$ cat src/rtl/pulse_envelope_pkg.sv
// -----------------------------------------------------------------------------
// pulse_envelope_pkg
// Shared types and helpers for the pulse-channel ADSR envelope controller:
//   - ADSR state encoding (IDLE..RELEASE, values 0..4; 5..7 are illegal)
//   - level / rate widths and their typedefs
//   - saturating add / subtract used by the level datapath
// -----------------------------------------------------------------------------
package pulse_envelope_pkg;

  localparam int ENV_LEVEL_W = 9;
  localparam int ENV_RATE_W  = 8;
  localparam int ENV_STATE_W = 3;

  typedef logic [ENV_LEVEL_W-1:0] env_level_t;
  typedef logic [ENV_RATE_W-1:0]  env_rate_t;

  typedef enum logic [ENV_STATE_W-1:0] {
    ENV_IDLE    = 3'd0,
    ENV_ATTACK  = 3'd1,
    ENV_DECAY   = 3'd2,
    ENV_SUSTAIN = 3'd3,
    ENV_RELEASE = 3'd4
  } env_state_e;

  // min(level + rate, ceiling). The extra MSB keeps the carry so a sum
  // that overflows 9 bits still saturates instead of wrapping.
  function automatic env_level_t sat_add(input env_level_t level,
                                         input env_rate_t  rate,
                                         input env_level_t ceiling);
    logic [ENV_LEVEL_W:0] sum;
    sum = {1'b0, level} + {{(ENV_LEVEL_W - ENV_RATE_W + 1){1'b0}}, rate};
    if (sum >= {1'b0, ceiling}) return ceiling;
    return sum[ENV_LEVEL_W-1:0];
  endfunction

  // max(level - rate, floor). The extra MSB acts as the borrow flag, so an
  // underflow below zero also lands on the floor.
  function automatic env_level_t sat_sub(input env_level_t level,
                                         input env_rate_t  rate,
                                         input env_level_t floor);
    logic [ENV_LEVEL_W:0] diff;
    diff = {1'b0, level} - {{(ENV_LEVEL_W - ENV_RATE_W + 1){1'b0}}, rate};
    if (diff[ENV_LEVEL_W] || (diff[ENV_LEVEL_W-1:0] < floor)) return floor;
    return diff[ENV_LEVEL_W-1:0];
  endfunction

endpackage : pulse_envelope_pkg

$ cat src/rtl/envelope_tick_prescaler.sv
// -----------------------------------------------------------------------------
// envelope_tick_prescaler
// Divides the global tick strobe down to the envelope step strobe: every
// TICK_DIV-th tick produces a one-cycle step. A restart (note-on) clears the
// count so the first step of a note lands exactly TICK_DIV ticks later; a tick
// arriving in the restart cycle is not counted.
//
// Parameters:
//   TICK_DIV    ticks per envelope step, 1..255
// Ports:
//   i_clk       system clock
//   i_rst_n     asynchronous active-low reset
//   i_tick_stb  one-cycle time-base strobe
//   i_restart   clear the tick count (note-on)
//   o_step_stb  one-cycle envelope step strobe (combinational from count)
// -----------------------------------------------------------------------------
module envelope_tick_prescaler #(
  parameter int unsigned TICK_DIV = 1
) (
  input  logic i_clk,
  input  logic i_rst_n,
  input  logic i_tick_stb,
  input  logic i_restart,
  output logic o_step_stb
);

  localparam logic [7:0] TERMINAL = 8'(TICK_DIV - 1);

  logic [7:0] count;
  logic       at_terminal;

  assign at_terminal = (count == TERMINAL);

  // The step is decoded from the current count so the FSM sees it in the
  // same cycle as the tick; the level update then appears one cycle later.
  assign o_step_stb = i_tick_stb & ~i_restart & at_terminal;

  // NOTE: sequential state uses non-blocking (<=) so every flop samples the
  // pre-edge values; blocking here would create order-dependent races.
  always_ff @(posedge i_clk or negedge i_rst_n) begin
    if (!i_rst_n) begin
      count <= '0;
    end else if (i_restart) begin
      count <= '0;
    end else if (i_tick_stb) begin
      count <= at_terminal ? 8'd0 : count + 8'd1;
    end
  end

endmodule : envelope_tick_prescaler

$ cat src/rtl/pulse_envelope_controller.sv
// -----------------------------------------------------------------------------
// pulse_envelope_controller
// ADSR amplitude controller producing the 9-bit envelope level that gates the
// pulse channel's compare output. Note-on/note-off events come from the note
// sequencer; level changes happen only on envelope steps derived from the
// global tick strobe by envelope_tick_prescaler.
//
// Build option:
//   PULSE_ENVELOPE_HARD_RETRIGGER_EN  when defined, note-on restarts ATTACK
//                                     from level 0; otherwise ATTACK continues
//                                     from the current level (legato).
//
// Parameters:
//   LEVEL_MAX        peak envelope level (fits in 9 bits)
//   TICK_DIV         tick strobes per envelope step (1..255)
// Ports:
//   i_clk            system clock
//   i_rst_n          asynchronous active-low reset
//   i_tick_stb       one-cycle envelope time-base strobe
//   i_note_on_stb    one-cycle note-start event
//   i_note_off_stb   one-cycle note-release event
//   i_attack_rate    level increment per ATTACK step (0 = instant)
//   i_decay_rate     level decrement per DECAY step (0 = instant)
//   i_sustain_level  SUSTAIN level, clamped to LEVEL_MAX
//   i_release_rate   level decrement per RELEASE step (0 = instant)
//   o_envelope       registered envelope level
//   o_active         registered, high in every state except IDLE
//   o_state          registered state encoding, for debug
// -----------------------------------------------------------------------------
module pulse_envelope_controller
  import pulse_envelope_pkg::*;
#(
  parameter int unsigned LEVEL_MAX = 511,
  parameter int unsigned TICK_DIV  = 1
) (
  input  logic                   i_clk,
  input  logic                   i_rst_n,
  input  logic                   i_tick_stb,
  input  logic                   i_note_on_stb,
  input  logic                   i_note_off_stb,
  input  logic [ENV_RATE_W-1:0]  i_attack_rate,
  input  logic [ENV_RATE_W-1:0]  i_decay_rate,
  input  logic [ENV_LEVEL_W-1:0] i_sustain_level,
  input  logic [ENV_RATE_W-1:0]  i_release_rate,
  output logic [ENV_LEVEL_W-1:0] o_envelope,
  output logic                   o_active,
  output logic [ENV_STATE_W-1:0] o_state
);

  localparam env_level_t LVL_MAX = env_level_t'(LEVEL_MAX);

  env_state_e state;
  env_level_t level;
  logic       active;

  logic       step_stb;
  logic       legal_state;
  logic       note_off_accepted;
  env_level_t sustain_clamped;
  env_level_t attack_next;
  env_level_t decay_next;
  env_level_t release_next;
  env_level_t retrigger_level;

  envelope_tick_prescaler #(
    .TICK_DIV (TICK_DIV)
  ) u_prescaler (
    .i_clk      (i_clk),
    .i_rst_n    (i_rst_n),
    .i_tick_stb (i_tick_stb),
    .i_restart  (i_note_on_stb),
    .o_step_stb (step_stb)
  );

  // ---------------------------------------------------------------------------
  // Level datapath: candidate next level for each stepping state.
  // ---------------------------------------------------------------------------
  assign sustain_clamped = (i_sustain_level > LVL_MAX) ? LVL_MAX : i_sustain_level;

  assign attack_next  = (i_attack_rate == '0) ? LVL_MAX
                      : sat_add(level, i_attack_rate, LVL_MAX);
  assign decay_next   = (i_decay_rate == '0) ? sustain_clamped
                      : sat_sub(level, i_decay_rate, sustain_clamped);
  assign release_next = (i_release_rate == '0) ? '0
                      : sat_sub(level, i_release_rate, '0);

`ifdef PULSE_ENVELOPE_HARD_RETRIGGER_EN
  assign retrigger_level = '0;
`else
  assign retrigger_level = level;
`endif

  assign legal_state = state inside {ENV_IDLE, ENV_ATTACK, ENV_DECAY,
                                     ENV_SUSTAIN, ENV_RELEASE};

  // Note-off only releases a sounding note; IDLE and RELEASE ignore it.
  assign note_off_accepted = i_note_off_stb &&
                             (state inside {ENV_ATTACK, ENV_DECAY, ENV_SUSTAIN});

  // ---------------------------------------------------------------------------
  // ADSR FSM and level register. Priority: illegal-state recovery, note-on,
  // note-off, then the step. An event in a step cycle therefore suppresses
  // that step's level change.
  // ---------------------------------------------------------------------------
  always_ff @(posedge i_clk or negedge i_rst_n) begin
    if (!i_rst_n) begin
      state  <= ENV_IDLE;
      level  <= '0;
      active <= 1'b0;
    end else if (!legal_state) begin
      state  <= ENV_IDLE;
      level  <= '0;
      active <= 1'b0;
    end else if (i_note_on_stb) begin
      state  <= ENV_ATTACK;
      level  <= retrigger_level;
      active <= 1'b1;
    end else if (note_off_accepted) begin
      state  <= ENV_RELEASE;
    end else if (step_stb) begin
      case (state)
        ENV_ATTACK: begin
          level <= attack_next;
          if (attack_next == LVL_MAX) state <= ENV_DECAY;
        end
        ENV_DECAY: begin
          level <= decay_next;
          if (decay_next == sustain_clamped) state <= ENV_SUSTAIN;
        end
        ENV_SUSTAIN: begin
          // Re-sampled every step so live sustain edits track promptly.
          level <= sustain_clamped;
        end
        ENV_RELEASE: begin
          level <= release_next;
          if (release_next == '0) begin
            state  <= ENV_IDLE;
            active <= 1'b0;
          end
        end
        default: begin
          level <= '0;
        end
      endcase
    end
  end

  assign o_envelope = level;
  assign o_active   = active;
  assign o_state    = state;

endmodule : pulse_envelope_controller

$ cat config.mk
export PLATFORM = sky130hd
export DESIGN_NAME = pulse_envelope_controller
export DESIGN_NICKNAME = d
export VERILOG_FILES = /design/src/rtl/pulse_envelope_pkg.sv /design/src/rtl/envelope_tick_prescaler.sv /design/src/rtl/pulse_envelope_controller.sv
export SDC_FILE = /design/constraint.sdc
export NUM_CORES = 1
export LEC_CHECK = 0
export ABC_AREA = 1
export ABC_CLOCK_PERIOD_IN_PS = 6300
export BUFFER_PORTS_ARGS = -buffer_cell sky130_fd_sc_hd__buf_2
export CAP_MARGIN = 20
export CORE_MARGIN = 3
export CORE_UTILIZATION = 50
export DETAILED_ROUTE_END_ITERATION = 7
export GPL_TIMING_DRIVEN = 1
export PLACE_DENSITY = 0.72
export SLEW_MARGIN = 5
export SYNTH_ARGS = -nofsm -noshare
export SYNTH_HDL_FRONTEND = slang
export SYNTH_SLANG_ARGS = --single-unit
$ cat constraint.sdc
create_clock -name i_clk -period 6.3 [get_ports i_clk]
set_input_delay 0.945 -clock i_clk [delete_from_list [all_inputs] [get_ports i_clk]]
set_output_delay 0.945 -clock i_clk [all_outputs]
set_load 0.05 [all_outputs]
---- Word level (Yosys, flattened, before mapping) ----
Cells that the tools add are included.
operators by class
  bitwise logic cells ..................... 3
  add/sub/neg operators ................... 4
  muxes and demuxes ....................... 35
  magnitude comparators ................... 4
  equal/unequal tests ..................... 18
  reductions and logical operators ........ 15
operators with widths
  cell                   number
  $mux W9                14
  $pmux W9 S4            1
  $logic_not A8 Y1       4
  $mux W8                3
  $mux W3                7
  $sub A9 B8 Y10         2
  $ne A5 B4 Y1 const B   3
  $add A9 B8 Y10         1
  $ge A10 B9 Y1 const B  1
  $eq A9 B9 Y1           1
  $eq A9 B9 Y1 const B   1
  $gt A9 B9 Y1 const B   1
  $logic_not A9 Y1       1
  $lt A9 B1 Y1 const B   1
  $lt A9 B9 Y1           1
  $mux W1                9
  $pmux W3 S3            1
  $add A8 B1 Y8 const B  1
  $eq A3 B2 Y1 const B   2
  $ne A2 B2 Y1 const B   3
  $ne A3 B2 Y1 const B   2
  $ne A3 B3 Y1 const B   2
  $ne A6 B2 Y1 const B   1
  $reduce_and A5 Y1      1
  13 further kinds       15
word-level totals
  flip-flop bits (word level) ............. 21
  input bits .............................. 38
  logic and storage cells ................. 83

---- Depth between registers and ports, before layout ----
  depth after elaboration ................. 14
  mapped depth ............................ 27
  gate-level depth less buffers ........... 27

---- Hierarchy ----
From an unflattened synthesis, not the netlist that was laid out.
second synthesis, totals
  cells, all modules ...................... 557
  area total of the unflattened synthesis .. 3310.7 sq um
modules (own cells, without submodules)
  module                     cells an instance  area an instance (sq um)  times used
  pulse_envelope_controller  487                2824.0                    1
  envelope_tick_prescaler    70                 486.7                     1

---- Least setup slack after synthesis ----
Ideal clock, no wire load.
  path type ............................... input-to-reg
  start ................................... input i_decay_rate[0]
  end ..................................... register state[1] (netlist: o_state[1])
  arrival time ............................ 3.434 ns
  required time ........................... 6.180 ns
  buffers on the path ..................... 0
  cell stages on the path ................. 23
  slack ................................... 2.746 ns
  cell sequence ........................... ha_1 > inv_1 > fa_1 > nand3_1 > nand2_2 > nand3_1 > nand2_1 > nand2_1 > nand2_1 > ha_1 > a21o_1 > nor2_1 > nand3_1 > nand3_4 > inv_4 > nand3_1 > nand2_1 > nor2_1 > nand3_1 > nand2_2 > nand3_2 > nand2_1 > nand2_1
between the ends
  cells in the longest elaborated chain, start to end .. 9
  elaborated cells between the ends (all ways) .. 10
  classes of those cells .................. add/sub (1); order compare (1); eq/ne (2); mux (3); reduce/logical (3)
ends and longest elaborated chain
  element                               line                              RTL
  start: declaration                    pulse_envelope_controller.sv:42   input logic [ENV_RATE_W-1:0] i_decay_rate,
  $sub A9 B8 Y10                        pulse_envelope_pkg.sv:42          diff = {1'b0, level} - {{(ENV_LEVEL_W - ENV_RATE_W + 1){1'b0}}, rate};
  $lt A9 B9 Y1                          pulse_envelope_pkg.sv:43          if (diff[ENV_LEVEL_W] || (diff[ENV_LEVEL_W-1:0] < floor)) return floor;
  $logic_or A1 B1 Y1                    pulse_envelope_pkg.sv:43
  $mux W1                               pulse_envelope_pkg.sv:43
  $mux W9                               pulse_envelope_pkg.sv:44          return diff[ENV_LEVEL_W-1:0];
  $mux W9 *                             pulse_envelope_controller.sv:82   assign decay_next = (i_decay_rate == '0) ? sustain_clamped
  $eq A9 B9 Y1 *                        pulse_envelope_controller.sv:128  if (decay_next == sustain_clamped) state <= ENV_SUSTAIN;
  $ne A5 B4 Y1 (no source line) *       -
  $reduce_and A5 Y1 (no source line) *  -
  end signal: assignment                pulse_envelope_controller.sv:124  if (attack_next == LVL_MAX) state <= ENV_DECAY;
  end signal: assignment                pulse_envelope_controller.sv:128
  end signal: assignment                pulse_envelope_controller.sv:137  state <= ENV_IDLE;
  end: declaration                      pulse_envelope_controller.sv:52   env_state_e state;
Every way passes the cells marked *; elsewhere a longest branch is shown, timed or not.
A chain may end at the register's enable or synchronous reset.

---- Final worst setup path ----
  start ................................... input i_decay_rate[0]
  end ..................................... register level[2] (netlist: o_envelope[2])
between the ends
  cells in the longest elaborated chain, start to end .. 11
  elaborated cells between the ends (all ways) .. 12
  classes of those cells .................. add/sub (1); order compare (1); mux (8); reduce/logical (2)
ends and longest elaborated chain
  element                 line                              RTL
  $sub A9 B8 Y10          pulse_envelope_pkg.sv:42
  $lt A9 B9 Y1            pulse_envelope_pkg.sv:43
  $logic_or A1 B1 Y1      pulse_envelope_pkg.sv:43
  $mux W1                 pulse_envelope_pkg.sv:43
  $mux W9                 pulse_envelope_pkg.sv:44
  $mux W9 *               pulse_envelope_controller.sv:82
  $pmux W9 S4 *           pulse_envelope_controller.sv:121  case (state)
  $mux W9 *               pulse_envelope_controller.sv:120  end else if (step_stb) begin
  $mux W9 *               pulse_envelope_controller.sv:118  end else if (note_off_accepted) begin
  $mux W9 *               pulse_envelope_controller.sv:114  end else if (i_note_on_stb) begin
  $mux W9 *               pulse_envelope_controller.sv:110  end else if (!legal_state) begin
  end signal: assignment  pulse_envelope_controller.sv:116  level <= retrigger_level;
  end signal: assignment  pulse_envelope_controller.sv:123  level <= attack_next;
  end signal: assignment  pulse_envelope_controller.sv:127  level <= decay_next;
  end: declaration        pulse_envelope_controller.sv:53   env_level_t level;
Every way passes the cells marked *; elsewhere a longest branch is shown, timed or not. The select of a mux whose other input is x is not followed.

==> out/results.txt <==
pin count of the biggest net entering global routing: 22
Arr. time, crit path: 3.93 ns
Vias/cell: 5.306
Final nets: 649
clock skew: 0.003554 ns
fraction of layout cells with a size suffix above 1: 0.1449
Netlist cell types: 42
Total GRT Usage: 0.2469
Fin Setup TNS: 0 ns
Max FO, Critical Path: 19
Max H-tree Level: 1
Reg power frac: 0.160
first-iteration detailed-routing DRC count: 180
Final min period: 3.767 ns
Post-DRT Antenna Nets: 0
post-CTS setup buffer count: 0
outcome: completed
Resize count post-CTS: 0
fin cells: 648
Clk pwr share: 0.064
Num CTS Buffers: 3
number of global-route vias before repair: 3422
row cnt: 28
Hold Buf Count CTS: 0
Critical Path Sink Type: register
CTS max path bufs: 2
Die Wd: 86.43 um
RD Place Congestion: 0.9335
Starting Density: 0.5306
most frequent cells in the layout: nand2_1 (153), inv_1 (85), buf_2 (50)
Max IR drop VDD: 0.1935 mV
worst r2r src: o_envelope[0]
# clock sinks: 21
# IOs: 51
WS Path Type: input pin to register
DIE HEIGHT: 86.43 um
Internal Power: 583.0 uW
Post-synth ARST share: 1.000
Slew headroom: 0.6246
total iterations of the first detailed-routing run: 5
Synth top area share: 0.1776
clk slew on worst S/H paths: 0.08 ns
commonest non-fill, non-tap cell in the layout: nand2_1
Via Count: 3438
RSZ-0062 raised after global routing: false
worst setup path startpoint: i_decay_rate[0]
die area: 7470 um2
Detailed Route WL: 8699 um
root buf cell: clkbuf_8
Seq/Total Area, Yosys: 0.1625
Avg WL per Cell: 13.42 um
PwrDens: 399.3 nW/um2
initial antenna violation count: 0
HP Class: register to register
Total Power: 1437 uW
Combinational Power Share: 0.776
final number of hold-violating endpoints: 0
area grow syn2layout: 11.26%
Tightest Pin Transition: 0.5601 ns
syn avg cell area: 6.196 um2
grt total ovfl: 0
synth warn: 0
hold-critical path depth: 2
Worst Hold Launch: o_active
maxcap violations: 0
worst reg2reg path depth: 24
CTS tree: built
fmax: 265.4 MHz
net switching power: 853.9 uW
top post-synthesis cells by area: nand2_1 (18%), dfrtp_1 (16%), ha_1 (13%), inv_1 (9.9%), nand3_1 (7.0%)
core area: 6096 um2
hold_ws: 0.4924 ns
post-DP HPWL: 7387 um
latest clock arrival within the worst-skew pair: 0.26 ns
# setup viols final: 0
synthesized flop and latch total: 21
Sw Share: 0.5943
post-synth top area cell: nand2_1
Leak Pwr: 0.002108 uW
CP Launch Type: input pin
Remaining DRCs: 0
max-slew violation count: 0
Inst Count DP: 644
CP required: 6.46 ns
Synth Net Count: 597
first-pass GRT wire length: 15080 um
EDFF count, synth: 0
final period utilization: 0.5980
prevailing post-synth register cell: dfrtp_1
Post-Syn Instances: 522
# diodes: 0
post-synth design cell area: 3234 um2
port bufs: 50
==> flip-flops by register name, indices dropped and copies added (netlist names) <==
register           count
o_active               1
o_state                3
o_envelope             9
u_prescaler.count      8
==> Yosys cell counts, drive strengths merged (2+ instances only) <==
library cell  instances
nand2               162
inv                  89
nand3                50
nor2                 36
a21oi                35
ha                   34
dfrtp                21
o21ai                17
nand4                15
xor2                 10
xnor2                 8
o22ai                 7
nor3                  6
nand3b                5
nor4                  4
fa                    3
o211ai                3
or2                   3
a21o                  2
a31o                  2
buf                   2
o21bai                2
==> power by group through the flow <==
stage	Sequential, uW	Clock, uW	Combinational [uW]
floorplan	314	0	772
global placement	232	0	1090
detailed placement	232	0	1110
CTS	230	95.2	1110
global route	238	100	1260
finish	231	91.6	1110
==> final timing paths <==
kind                       slack [ns]              endpoint
min in group asynchronous        0.64            o_state[0]
max in group asynchronous        5.32  u_prescaler.count[5]
min reg2reg                      0.49              o_active
max                              2.53         o_envelope[2]
max reg2reg                      2.72         o_envelope[2]
min                              0.49              o_active
==> per-stage QoR <==
stage / area (um2) / util / setup slack, ns
global placement: 3552 / 0.5827 / 2.388
detailed placement: 3552 / 0.5827 / 2.310
global route: 3598 / 0.5903 / 2.183
CTS: 3598 / 0.5903 / 2.585
finish: 3598 / 0.5903 / 2.533
floorplan: 3234 / - / 2.746
==> critical path, cell delays in order <==
cell and delay [ns]:
buf_2 0.09, ha_1 0.13, inv_1 0.07, fa_1 0.41
nand3_1 0.11, nand2_2 0.09, nand3_1 0.10, nand2_1 0.06
nand2_1 0.07, nand2_1 0.10, ha_1 0.32, nand2_1 0.07
nor2_1 0.15, nand3_1 0.09, nand3_1 0.20, nand3_4 0.14
inv_4 0.18, a21oi_1 0.10, o21ai_2 0.06, o21ai_1 0.07
a21oi_1 0.17, nand2_1 0.07, nand2_1 0.06, nand2_1 0.05
==> kinds of logic after synthesis <==
group / count (synthesis) / synth area share
and+or+nand+nor: 282 / 0.3934
AOI/OAI and AO/OA: 71 / 0.1296
xor gates and xnor gates: 18 / 0.05107
adders and majority gates: 37 / 0.1501
DFF: 21 / 0.1625
buffers and inverters: 93 / 0.1133
==> metal layers <==
| layer | vias to the layer above | routed length, um | track usage | part of all wire |
|---|---|---|---|---|
| met5 | - | 0 | 0 | 0 |
| met4 | 0 | 193 | 0.08924 | 0.022 |
| met3 | 16 | 427 | 0.02662 | 0.049 |
| met2 | 81 | 4119 | 0.4374 | 0.47 |
| met1 | 1535 | 3958 | 0.3081 | 0.45 |
| li1 | 1806 | - | - | - |
==> cell type report <==
cell class	count	area (um2)
clock buffers	3	41.29
clock inverters	1	5.005
fillers	621	2497
inverters	90	340.3
multi-input cells	408	2342
flip-flops and latches	21	525.5
well taps	75	93.84
repair buffers	50	250.2
(Power assumes the default switching activity.)
